===== config.mk =====
export PLATFORM = sky130hd
export DESIGN_NAME = seq_divider
export DESIGN_NICKNAME = d
export VERILOG_FILES = /design/src/rtl/seq_divider.sv
export SDC_FILE = /design/constraint.sdc
export NUM_CORES = 1
export LEC_CHECK = 0
export CORE_UTILIZATION = 29
export DETAILED_ROUTE_END_ITERATION = 10
export GPL_ROUTABILITY_DRIVEN = 0
export PLACE_DENSITY = 0.47
export SYNTH_ARGS = -nofsm -noshare
export SYNTH_HDL_FRONTEND = slang
export SYNTH_SLANG_ARGS = --single-unit

===== constraint.sdc =====
create_clock -name clk -period 14.1 [get_ports clk]
set_input_delay 2.82 -clock clk [delete_from_list [all_inputs] [get_ports clk]]
set_output_delay 2.82 -clock clk [all_outputs]
set_load 0.02 [all_outputs]

===== src/rtl/seq_divider.sv =====
// Purpose: iterative restoring divider for RV32M DIV/DIVU/REM/REMU. It produces one quotient bit per clock.
// Latency: n+1 cycles from start to done in the normal case; 1 cycle for divide-by-zero and signed overflow.
// Backpressure: a start while busy is dropped; the EX stage stalls on busy, and results hold until the next done.
//
// Ports:
//   clk, rst_n                  clock and synchronous active-low reset
//   start, is_signed            request and signedness, sampled only while busy=0
//   dividend, divisor           operands, sampled with start
//   busy, done                  busy is high in CALC and DONE; done pulses for one cycle with the results
//   quotient, remainder         results, registered and held until the next done

// Ripple-carry adder shared with the ALU datapath.
module rca #(
    parameter int n = 32
) (
    input  logic [n-1:0] a,
    input  logic [n-1:0] b,
    input  logic         c_in,
    output logic [n-1:0] sum,
    output logic         c_out
);
    logic [n:0] c;

    assign c[0] = c_in;

    for (genvar i = 0; i < n; i++) begin : g_bit
        assign sum[i]  = a[i] ^ b[i] ^ c[i];
        assign c[i+1]  = (a[i] & b[i]) | (c[i] & (a[i] ^ b[i]));
    end

    assign c_out = c[n];
endmodule

module seq_divider #(
    parameter int n = 32
) (
    input  logic         clk,
    input  logic         rst_n,
    input  logic         start,
    input  logic         is_signed,
    input  logic [n-1:0] dividend,
    input  logic [n-1:0] divisor,
    output logic         busy,
    output logic         done,
    output logic [n-1:0] quotient,
    output logic [n-1:0] remainder
);
    localparam int          CW      = $clog2(n + 1);
    localparam logic [n-1:0] ONE    = {{(n-1){1'b0}}, 1'b1};
    localparam logic [n-1:0] ONES   = {n{1'b1}};
    localparam logic [n-1:0] INT_MIN = {1'b1, {(n-1){1'b0}}};

    typedef enum logic [1:0] {IDLE, CALC, DONE} state_t;

    state_t        state;
    logic [CW-1:0] cnt;
    logic [n-1:0]  a_reg;     // working dividend; quotient bits shift in at the LSB
    logic [n-1:0]  b_reg;     // working divisor (magnitude)
    logic [n:0]    p_reg;     // partial remainder
    logic          neg_q;
    logic          neg_r;

    // Operand magnitudes. For the most negative value the negation wraps back to 2^(n-1),
    // which is the correct magnitude when it is read as unsigned.
    logic [n-1:0] abs_a;
    logic [n-1:0] abs_b;
    logic         div_zero;
    logic         sgn_ovf;

    assign abs_a    = (is_signed && dividend[n-1]) ? (~dividend + ONE) : dividend;
    assign abs_b    = (is_signed && divisor[n-1])  ? (~divisor + ONE)  : divisor;
    assign div_zero = (divisor == '0);
    assign sgn_ovf  = is_signed && (dividend == INT_MIN) && (divisor == ONES);

    // One restoring step: shift {P, A} left, then try P - B.
    logic [n:0] shifted;
    logic [n:0] b_inv;
    logic [n:0] trial;
    logic       trial_cout_unused;
    logic       trial_ok;

    assign shifted = {p_reg[n-1:0], a_reg[n-1]};
    assign b_inv   = ~{1'b0, b_reg};

    rca #(.n(n + 1)) u_sub (
        .a     (shifted),
        .b     (b_inv),
        .c_in  (1'b1),
        .sum   (trial),
        .c_out (trial_cout_unused)
    );

    // P < B always holds before the shift, so a non-negative trial means shifted >= B.
    assign trial_ok = ~trial[n];

    logic [n-1:0] q_step;
    logic [n-1:0] r_step;
    logic [n-1:0] q_fix;
    logic [n-1:0] r_fix;

    assign q_step = {a_reg[n-2:0], trial_ok};
    assign r_step = trial_ok ? trial[n-1:0] : shifted[n-1:0];
    assign q_fix  = neg_q ? (~q_step + ONE) : q_step;
    assign r_fix  = neg_r ? (~r_step + ONE) : r_step;

    always_ff @(posedge clk) begin
        if (!rst_n) begin
            state     <= IDLE;
            busy      <= 1'b0;
            done      <= 1'b0;
            quotient  <= '0;
            remainder <= '0;
            cnt       <= '0;
            a_reg     <= '0;
            b_reg     <= '0;
            p_reg     <= '0;
            neg_q     <= 1'b0;
            neg_r     <= 1'b0;
        end else begin
            case (state)
                IDLE: begin
                    done <= 1'b0;
                    if (start) begin
                        busy  <= 1'b1;
                        a_reg <= abs_a;
                        b_reg <= abs_b;
                        p_reg <= '0;
                        cnt   <= CW'(n);
                        neg_q <= is_signed & (dividend[n-1] ^ divisor[n-1]);
                        neg_r <= is_signed & dividend[n-1];
                        if (div_zero) begin
                            quotient  <= ONES;
                            remainder <= dividend;
                            done      <= 1'b1;
                            state     <= DONE;
                        end else if (sgn_ovf) begin
                            quotient  <= dividend;
                            remainder <= '0;
                            done      <= 1'b1;
                            state     <= DONE;
                        end else begin
                            state <= CALC;
                        end
                    end
                end
                CALC: begin
                    a_reg <= q_step;
                    p_reg <= trial_ok ? trial : shifted;
                    cnt   <= cnt - CW'(1);
                    if (cnt == CW'(1)) begin
                        quotient  <= q_fix;
                        remainder <= r_fix;
                        done      <= 1'b1;
                        state     <= DONE;
                    end
                end
                DONE: begin
                    done  <= 1'b0;
                    busy  <= 1'b0;
                    state <= IDLE;
                end
                default: begin
                    state <= IDLE;
                    busy  <= 1'b0;
                    done  <= 1'b0;
                end
            endcase
        end
    end
endmodule


# == After elaboration in Yosys (flattened, before gate mapping) ==
# Cells that the tools add are included.
# classes
add_sub_neg,5
n_eq_ne,7
muxes,34
bitwise_logic,171
n_reduce_logical,12
# op_table
operator,count
$mux 32,16
$pmux 32 s2,4
$add 32x1->32 const B,4
$not 32->32,4
$xor 1x1->1,66
$and 1x1->1,65
$eq 32x32->1 const B,2
$not 32->33,1
$logic_not 32->1,1
$or 1x1->1,32
$pmux 6 s2,1
$mux 2,4
$reduce_and 2->1,4
$eq 6x1->1 const B,1
$mux 6,1
$sub 6x1->6 const B,1
$mux 1,5
$logic_and 1x1->1,4
$ne 2x2->1 const B,2
$pmux 1 s2,2
$pmux 2 s2,1
$reduce_and 4->1,1
$ne 3x3->1 const B,1
$not 1->1,3
3 further kinds,3
# totals
regBits,172
out_inout_bits,66
word_cells,240

# == Logic depth before layout (Yosys ltp) ==
# logic_depth
word_depth,72
ltp_mapped,51
ltp_nobuf,48

# == Modules after synthesis ==
# From an unflattened synthesis, not the netlist that was laid out.
# unflattened
hier_cells,1344
area_unflattened_um2,10807.9
# modules_own_cells
mod,n_inst,cells_each,area_each_um2
seq_divider,1,1301,10109.7
rca,1,43,698.2

# == Worst setup path before layout ==
# Ideal clock, no wire load.
# synth_timing
path_type,flip-flop to flip-flop
startpoint,reg a_reg[31]
endpoint,reg remainder[28]
setup_time_ns,0.070
arrival_ns,14.714
required_time_ns,14.030
slack_ns,-0.684
stages_incl_launch_ff,52
path_buffers,4
synth_period_minus_slack_ns,14.784
cell_sequence,dfxtp_1 inv_1 ha_1 inv_1 fa_1 fa_1 fa_1 fa_1 fa_1 fa_1 fa_1 fa_1 fa_1 fa_1 fa_1 fa_1 fa_1 fa_1 (+16 left out) fa_1 fa_1 xnor2_1 buf_2 inv_1 buf_2 buf_2 buf_1 nor2_1 a21oi_1 ha_1 nor4b_1 mux2i_1 a21o_1 o41ai_1 xor2_1 nand3_1 a21oi_1
# synth_via
elab_chain_len,71
word_cells_on_any_way,101
# synth_lines
element,line_no,source
start: declaration,57,logic [n-1:0] a_reg;
start signal: assignment,125,a_reg <= abs_a;
start signal: assignment,147,a_reg <= q_step;
$and 1x1->1 / $xor 1x1->1 (equally long branches),"28, 27",
$or 1x1->1,28,assign c[i+1] = (a[i] & b[i]) | (c[i] & (a[i] ^ b[i]));
$and 1x1->1,28,
$or 1x1->1,28,
$and 1x1->1,28,
$or 1x1->1,28,
$and 1x1->1,28,
$or 1x1->1,28,
(+55 left out),n/a,
$or 1x1->1,28,
$xor 1x1->1,27,assign sum[i] = a[i] ^ b[i] ^ c[i];
$mux 32 *,102,assign r_step = trial_ok ? trial[n-1:0] : shifted[n-1:0];
$not 32->32,104,assign r_fix = neg_r ? (~r_step + ONE) : r_step;
$add 32x1->32,104,
$mux 32 *,104,
$mux 32 *,150,if (cnt == CW'(1)) begin
$pmux 32 s2 *,120,case (state)
end signal: assignment,133,remainder <= dividend;
end signal: assignment,152,remainder <= r_fix;
end: declaration,46,output logic [n-1:0] remainder
# Every way passes the cells marked *; elsewhere a longest branch is shown, timed or not. The select of a mux whose other input is x is not followed.
# A chain may end at the register's enable or synchronous reset.

# == Worst setup path in the final report ==
# Same ends and word-level chain as after synthesis.

==> impl_metrics.csv <==
group,metric,value,unit
critical_path,setup.worst_path.end_class,"flop",
critical_path,start_kind,"flop",
place,place_hpwl,27.98,mm
routing,wl_per_cell,19.50,um
routing,dr.pass1.iters,5,
run_status,status,"completed",
finish,n_antenna_cell,0,
floorplan,die-area,39010,um2
place,port_buffers,133,
grt,busiest_layer,"met2",
finish,fillers,3960,
timing,hold_viol_final,0,
timing,min_period,13.63,ns
critical_path,critPathMostFrequentCell,"fa_2",
critical_path,path_max_fanout,6,
floorplan,core_area,37670,um2
floorplan,rows,71,
finish,multi_input_area,7182,um2
yosys,synth_edf_count,0,
yosys,synthTopCellsByArea,"dfxtp_1, fa_1, nor2_1",
critical_path,critical_path_class,"reg -> reg",
power,p_total,1.796,mW
clocking,clkSinkCount,172,
yosys,synthesis.nets,1486,
power,p_per_area,131.5,nW/um2
grt,track_usage,0.2037,
power,swShare,0.3821,
grt,grtUsageMet3,0.03398,
timing,slew_headroom,0.2485,
floorplan,die-width,197.5,um
yosys,synth_warnings,0,
yosys,synth_top_cell_area_share,0.3106,
routing,routed_wl,38.71,mm
hold_path,min-delay-path-class,"reg -> reg",
yosys,synth.avg_cell_area,8.039,um2
timing,slew_violations,0,
yosys,ys.flop_type,"dfxtp_1",
power,combPwrFrac,0.396,
yosys,synth_cells,1379,
power,p_seq_frac,0.310,
routing,ant_nets,0,
timing,fmax,73.34,MHz
timing,worst_slew_pin_slew,1.126,ns
routing,num_vias,10580,
power,cellInternalPower,1.110,mW
clocking,h-tree-depth,4,
power,p_sw,0.6861,mW
grt,met1_usage,0.2833,
grt,grt_pass1_wl,61.23,mm
finish,drive_gt1_frac,0.1065,
grt,grt_pass1_vias,10380,
critical_path,crit_family,"adder cells",
critical_path,crit_path_top_delay_cell,"fa_2",
power,peakVddDrop,0.1052,mV
routing,via_per_inst,5.331,
finish,regArea,3443,um2
power,power_leakage,4.604,nW
yosys,synth_top_area_cell,"dfxtp_1",
timing,period_share,0.9670,
clocking,cts_root_buffer,"clkbuf_16",
routing,drt-initial-drc-count,739,
grt,grt_max_degree,77,
finish,final_core_util,0.3626,
finish,final_nets,1568,
floorplan,boundaryPins,134,
grt,overflow,0,
clocking,clockBufferDepth,2,
yosys,synthesis.area,11090,um2
clocking,cts_hold_buf,0,
critical_path,critPathMaxStageDelay,0.41,ns
timing,clock_skew,0.01601,ns
yosys,yosysMostFrequentCell,"dfxtp_1",
floorplan,start_util,0.2943,
grt,antenna_found_initial,1,
grt,grtUsageMet2,0.3242,
yosys,yosysUniqueCellTypes,66,
timing,rsz0062_at_grt,"no",
yosys,synth_top_cells_by_count,"dfxtp_1, nor2_1, nand2_1, a21oi_1, o21ai_0",
floorplan,die_y,197.5,um
timing,tns,0,ns
timing,setup_viol,0,
yosys,synth-async-reset-ratio,0,
critical_path,critical_path_required,14.48,ns
clocking,cts_tree,"built",
flow_run,cap_violations,0,
yosys,ys_seq_area_frac,0.3106,
clocking,clkTransAtPathRegs,0.08,ns
critical_path,cp_num_buf_inv,6,
finish,syn_to_final_growth,23.22,%
clocking,cts_buffers,17,
power,clock_power_share,0.294,
clocking,insertion_delay,0.45,ns
yosys,synth-seq-cells,172,
critical_path,worstPathArrival,14.02,ns
routing,drc,0,
==> final timing paths <==
kind,startpoint,end,slack (ns),cells past startpoint
worst min register to register,neg_q,neg_q,0.46,2
worst max-delay path,a_reg[31],remainder[28],0.47,49
worst min-delay path,neg_q,neg_q,0.46,2
worst max register to register,a_reg[31],remainder[28],0.47,49
==> cell type report <==
type,instances,area share
Clock inverter,10,0.01200
Sequential cell,172,0.2521
Tap cell,511,0.04681
Multi-Input combinational cell,1055,0.5258
Clock buffer,22,0.03398
Inverter,48,0.01328
Timing Repair Buffer,167,0.1161
==> per-layer routing <==
metal  vias up  routed length (um)  share of wire
met5         -                  12        0.00031
met3        43                1711          0.044
li1       5126                   -              -
met1      5147               18360           0.47
met4         2                 685          0.018
met2       264               17950           0.46
==> power by group through the flow <==
stage | logic, mW | clock network, mW | registers (mW)
after floorplan | 0.469 | 0 | 0.561
after global placement | 0.689 | 0 | 0.567
after detailed placement | 0.691 | 0 | 0.567
after CTS | 0.694 | 0.538 | 0.556
after global routing | 0.781 | 0.556 | 0.562
final | 0.711 | 0.528 | 0.556
==> tightest hold or removal path, delay by kind of cell, from the launching register on <==
family	cells	cell delay [ns]
flip-flops	1	0.31
AO/OA/AOI/OAI	1	0.05
AND/OR/NAND/NOR	1	0.05
==> placed cells by master (no fill, tap or decap), drive strengths merged, types with 16 or more instances in the layout <==
| master | count |
|---|---|
| xnor2 | 61 |
| nand2 | 128 |
| dfxtp | 172 |
| nor3 | 31 |
| fa | 31 |
| o31ai | 24 |
| clkbuf | 22 |
| and2 | 16 |
| clkdlybuf4s50 | 132 |
| nand3 | 33 |
| a31oi | 25 |
| o41ai | 19 |
| buf | 35 |
| inv | 47 |
| o21ai | 96 |
| a21oi | 108 |
| nor2 | 148 |
| a22oi | 45 |
| nor4 | 26 |
| a211oi | 41 |
| mux2i | 30 |
| xor2 | 53 |
==> logic make-up (layout without fill, tap and decap cells) <==
family	after synthesis	count (layout)	share of synthesized area
buf+inv	152	247	0.05779
mux	33	33	0.03014
fa+ha+maj	39	39	0.06501
flops	172	172	0.3106
compound gates	414	414	0.2488
xor+xnor	114	114	0.09007
simple gates	455	455	0.1976
==> per-stage QoR <==
stage | cells | instance area, um2 | setup slack [ns] | hold slack (ns)
2_1_floorplan | 1379 | 11200 | 0.02353 | 0.4400
4_1_cts | 1983 | 13600 | 0.01309 | 0.4636
3_5_place_dp | 1951 | 12970 | 0.04291 | 0.4539
6_report | 1985 | 13660 | 0.4654 | 0.4606
3_3_place_gp | 1951 | 12970 | 0.2271 | 0.4471
5_1_grt | 1985 | 13660 | 0.04773 | 0.4945
==> timing repair <==
item,4_1_cts,5_1_grt
buffers inserted,0,2
setup endpoints to repair,0,38
gates resized for setup,0,16
Power figures use the tool's default switching activity.
==> RTL change 1, RTL diff (same flow settings) <==
`n` is set to 32 in 2 places; all go to 16.
--- a/src/rtl/seq_divider.sv
+++ b/src/rtl/seq_divider.sv
@@ -11,7 +11,7 @@
 
 // Ripple-carry adder shared with the ALU datapath.
 module rca #(
-    parameter int n = 32
+    parameter int n = 16
 ) (
     input  logic [n-1:0] a,
     input  logic [n-1:0] b,
@@ -32,7 +32,7 @@
 endmodule
 
 module seq_divider #(
-    parameter int n = 32
+    parameter int n = 16
 ) (
     input  logic         clk,
     input  logic         rst_n,
Ports: changed (resized dividend, divisor, quotient and remainder); port bits go from 134 to 70. No check against the original RTL was run, so the function may have changed too.
==> RTL change 1 against the unedited design <==
First-iteration DRC count fell by 41%; non-clock buffer count fell by 90; wire length fell by 52%; worst setup slack improved by 5.2 ns; final area fell by 49%; total power fell by 50%; area after synthesis fell by 48%; sequential cell count fell by 81; highest routed layer is now met4.
==> RTL change 1: results (changes against the unedited design) <==
| Metric | Value |
|---|---|
| Critical path's slowest cell | `inv_1 (was fa_2)` |
| Post-detail-place hpwl | `13300 µm (was 28000 µm)` |
| Status | `finished, final reports clean (unchanged)` |
| Clock Skew | `0.00879 ns (was 0.0160 ns)` |
| Syn Area/Cell | `7.72 µm² (was 8.04 µm²)` |
| Clock buffer cells | `13 (was 22)` |
| Worst-Skew Late Latency | `0.35 ns (was 0.45 ns)` |
| Total CTS buffers | `9 (was 17)` |
| Max VDD drop | `0.0755 mV (was 0.105 mV)` |
| Layout cell share with drive strength beyond 1 | `5.72% (was 10.7%)` |
| Total Wirelength | `18400 µm (was 38700 µm)` |
| Cell variety after synth | `67 (was 66)` |
| Seq/total area | `26.2% (was 25.2%)` |
| Final nets | `841 (was 1568)` |
| Sequential cells | `91 (was 172)` |
| WP data arrival | `8.63 ns (was 14.02 ns)` |
| Tcrit/Tclk final | `59.6% (was 96.7%)` |
| Clock slew at reported path FFs | `roughly 0.070 ns` |
| Routed wire per std cell | `17.5 µm (was 19.5 µm)` |
| Inst Count DP | `1036 (was 1951)` |
| Cell Area, Placed | `6630 µm² (was 13000 µm²)` |
| Peak fanout along the critical path | `31 (was 6)` |
| Post-synth top cells | `dfxtp_1 (91), nand2_1 (87), nor2_1 (84) (was dfxtp_1 (172), nor2_1 (148), nand2_1 (128))` |
| Non-clock buffer count in the final layout | `77 (was 167)` |
| Top post-synthesis cells by area | `dfxtp_1 (32%), nand2_1 (5.7%), nor2_1 (5.5%) (was dfxtp_1 (31%), fa_1 (5.6%), nor2_1 (5.0%))` |
| Multi-input gate share of total cell area | `51.8% (was 52.6%)` |
| Drt first-iter violations | `437 (was 739)` |
| Vias per cell | `5.33 (about the same)` |
| Worst-margin pin slew | `0.982 ns (was 1.13 ns)` |
| Initial antenna violation count | `0 (was 1)` |
| FP Rows | `51 (was 71)` |
| Total GRT Usage | `19.0% (was 20.4%)` |
| Largest net degree at the start of global routing | `58 (was 77)` |
| Worst-case setup slack after placement | `5.68 ns (was 0.0429 ns)` |
| Register area share after synthesis | `31.7% (was 31.1%)` |
| Comb_multi_in | `569 (was 1055)` |
| Static leakage | `2.40 nW (was 4.60 nW)` |
| Clock buf/inv share | `4.54% (was 4.60%)` |
| Post-synth net total | `804 (was 1486)` |
| Data buffer area share | `10.8% (was 11.6%)` |
| Number of global-route vias before repair | `5370 (was 10400)` |
| Inverters | `34 (was 48)` |
| I/O Buffers | `69 (was 133)` |
| Layout fillers | `2031 (was 3960)` |
| Crit path largest cell delay | `0.44 ns (was 0.41 ns)` |
| # H-tree levels | `3 (was 4)` |
| Global-route wire length before repair | `29800 µm (was 61200 µm)` |
[RTL change 1: cell types whose count changed in the layout (fill, tap and decap cells not counted), moves of 25 or more]
cell and change:
o21ai_0 -53, a22oi_1 -35, buf_4 -25, dfxtp_1 -81
xor2_1 -39, a21oi_1 -45, xnor2_1 -31, clkdlybuf4s50_1 -63
nand2_1 -41, nor2_1 -63
[RTL change 1: per-layer routing]
layer / routed length, µm / share of wire [%] / GRT usage (%) / vias to the layer above
met1: 9100 / 49 / 26.8 / 2700
met4: 205 / 1.1 / 3.85 / 0
met2: 8220 / 45 / 29.9 / 153
met5: 0 / 0 / 0 / -
met3: 872 / 4.7 / 3.66 / 13
li1: - / - / - / 2736
[RTL change 1: cell families (layout without fill, tap and decap cells)]
family	Yosys count	after routing	share of synthesized area (%)
AOI/OAI and AO/OA	212	212	23.6
adders and majority gates	23	23	6.97
buffers and inverters	85	127	6.12
and+or+nand+nor	277	277	22.7
DFF	91	91	31.7
muxes	13	13	2.31
xor gates and xnor gates	44	44	6.70
[RTL change 1: path summary, 6_finish.rpt]
check	startpoint	end	cells past startpoint	slack [ns]
worst max-delay path	a_reg[15]	remainder[6]	29	5.69
worst min-delay path	cnt[4]	cnt[4]	1	0.46
worst max register to register	a_reg[15]	remainder[6]	29	5.69
worst min register to register	cnt[4]	cnt[4]	1	0.46
[RTL change 1: worst reg2reg max path, delay by kind of cell (launching register included)]
family	cells	cell delay (ns)
XOR/XNOR	2	0.22
flip-flops	1	0.33
buffers and inverters	6	1.06
adder cells (fa/ha/maj)	17	5.79
AO/OA/AOI/OAI	4	0.87
[RTL change 1: power by group]
group	switching [W]	total [W]	internal, W
registers	0.0000241	0.000305	0.000281
logic	0.000208	0.000340	0.000132
clock network	0.000105	0.000257	0.000152
total	0.000337	0.000902	0.000565
==> RTL change 2, RTL diff (config.mk and constraints unchanged) <==
Made on the original files. Reset style: asynchronous (`rst_n`), changed in one clocked block. Comments in the files are not updated.
--- a/src/rtl/seq_divider.sv
+++ b/src/rtl/seq_divider.sv
@@ -103,7 +103,7 @@
     assign q_fix  = neg_q ? (~q_step + ONE) : q_step;
     assign r_fix  = neg_r ? (~r_step + ONE) : r_step;
 
-    always_ff @(posedge clk) begin
+    always_ff @(posedge clk or negedge rst_n) begin
         if (!rst_n) begin
             state     <= IDLE;
             busy      <= 1'b0;
Check against the original RTL: differs if rst_n is asserted again (counterexample within 4 cycles, from zero or initial values and one cycle with rst_n low); with rst_n held inactive, the same outputs for 4 cycles.
==> RTL change 2 against the unedited design <==
Worst setup slack got worse by 0.055 ns; wire length down 5.4%; first-iteration DRC count shrank 20%; sequential cell count did not move; final area increased by 2.9%; global-route usage shrank 1.6 points; area after synthesis grew 2.2%; non-clock buffer count is 4 higher; critical endpoint is now remainder[30]; highest routed layer is now met4.
Power is not compared: it rests on default switching activity, and its combinational part moved more than twofold at a synthesized area within 25%.
==> RTL change 2: results (changes against the unedited design) <==
| Metric | Value |
|---|---|
| Worst-case setup slack after placement | `-0.123 ns (was 0.0429 ns)` |
| Worst-margin pin slew | `1.13 ns (about the same)` |
| Achievable Freq | `73.0 MHz (was 73.3 MHz)` |
| Worst reg2reg endpoint | `remainder[30] (was remainder[28])` |
| Total GRT Usage | `18.8% (was 20.4%)` |
| Largest net degree at the start of global routing | `96 (was 77)` |
| Inst Count DP | `1879 (was 1951)` |
| Ys flop type | `dfrtp_1 (was dfxtp_1)` |
| Met3 WL | `1360 µm (was 1710 µm)` |
| Hold endpoint | `quotient[29] (was neg_q)` |
| Vias per cell | `5.09 (was 5.33)` |
| Mapped Cells | `1274 (was 1379)` |
| Critical path's slowest cell | `fa_1 (was fa_2)` |
| Drt first-iter violations | `590 (was 739)` |
| Initial antenna violation count | `0 (was 1)` |
| Top post-synthesis cells by area | `dfrtp_1 (38%), o21ai_0 (7.4%), nand2_1 (6.1%) (was dfxtp_1 (31%), fa_1 (5.6%), nor2_1 (5.0%))` |
| DR WL met2 | `16600 µm (was 17900 µm)` |
| Post-detail-place hpwl | `26500 µm (was 28000 µm)` |
| Hold path startpoint | `quotient[29] (was neg_q)` |
| Global-route wire length before repair | `57000 µm (was 61200 µm)` |
| R2R depth | `45 (was 49)` |
| WP data arrival | `14.00 ns (was 14.02 ns)` |
| Register area share after synthesis | `38.0% (was 31.1%)` |
| Met1 wire length | `17900 µm (was 18400 µm)` |
| Status | `finished, final reports clean (unchanged)` |
| Post-synth net total | `1381 (was 1486)` |
| Final nets | `1490 (was 1568)` |
| Top sig layer | `met4 (was met5)` |
| Cell Area, Placed | `13300 µm² (was 13000 µm²)` |
| Reg2reg setup slack | `0.41 ns (was 0.47 ns)` |
| Detailed Routing Iterations Pass 1 | `5 (unchanged)` |
| Routed wire per std cell | `19.1 µm (was 19.5 µm)` |
| Final instance area | `14100 µm² (was 13700 µm²)` |
| Post-synth ARST share | `100% (was 0%)` |
| Via count | `9745 (was 10600)` |
| FF-to-FF Start | `a_reg[31] (unchanged)` |
| Worst hold slack | `0.468 ns (was 0.461 ns)` |
| Post-synth top cells | `nand2_1 (183), dfrtp_1 (172), o21ai_0 (167) (was dfxtp_1 (172), nor2_1 (148), nand2_1 (128))` |
| # H-tree levels | `4 (unchanged)` |
| Worst hold stages | `2 (unchanged)` |
| Layout fillers | `4069 (was 3960)` |
| Layout cell share with drive strength beyond 1 | `11.0% (was 10.7%)` |
| Peak fanout along the critical path | `8 (was 6)` |
| Cell variety after synth | `72 (was 66)` |
| Number of global-route vias before repair | `9551 (was 10400)` |
==> RTL change 2: area by class of cell <==
| cell class | count | area share [%] |
|---|---|---|
| flip-flops and latches | 172 | 30.6 |
| clock inverters | 14 | 0.997 |
| well taps | 518 | 4.61 |
| inverters | 57 | 1.56 |
| multi-input cells | 964 | 47.2 |
| repair buffers | 171 | 11.9 |
| clock buffers | 18 | 3.12 |
==> RTL change 2: routing by layer <==
| metal | vias to the layer above | global-route usage (%) |
|---|---|---|
| li1 | 4753 | - |
| met2 | 217 | 29.1 |
| met1 | 4736 | 26.9 |
| met5 | - | 0 |
| met3 | 39 | 2.41 |
| met4 | 0 | 6.05 |
==> RTL change 2: power by group <==
part           total (W)  switching (W)  internal, W
Sequential       0.00101       0.000271     0.000736
Clock           0.000484       0.000218     0.000266
Combinational    0.00275        0.00153      0.00122
Total            0.00424        0.00202      0.00222
==> RTL change 2: cell families after synthesis <==
| family | synth area share [%] |
|---|---|
| xor+xnor | 8.88 |
| mux | 4.04 |
| compound gates | 19.8 |
| buf+inv | 5.79 |
| simple gates | 17.1 |
| flops | 38.0 |
| fa+ha+maj | 6.36 |
==> RTL change 2: how the worst max path moves through the flow <==
stage	start	to	slack, ns	depth (start not counted)
finish	a_reg[31]	remainder[30]	0.41	45
global route	a_reg[31]	remainder[28]	0.01	45
CTS	a_reg[31]	remainder[28]	0.02	45
detailed placement	a_reg[31]	remainder[22]	-0.12	45
global placement	a_reg[31]	remainder[31]	-0.03	43
floorplan	a_reg[31]	remainder[28]	0.01	49
==> RTL change 2: repair_timing <==
| item | CTS | global route |
|---|---|---|
| setup buffers | 0 | 1 |
| pin swaps | 6 | 7 |
| gates cloned | 1 | 1 |
| setup endpoints to repair | 22 | 48 |
| gates resized for setup | 11 | 36 |
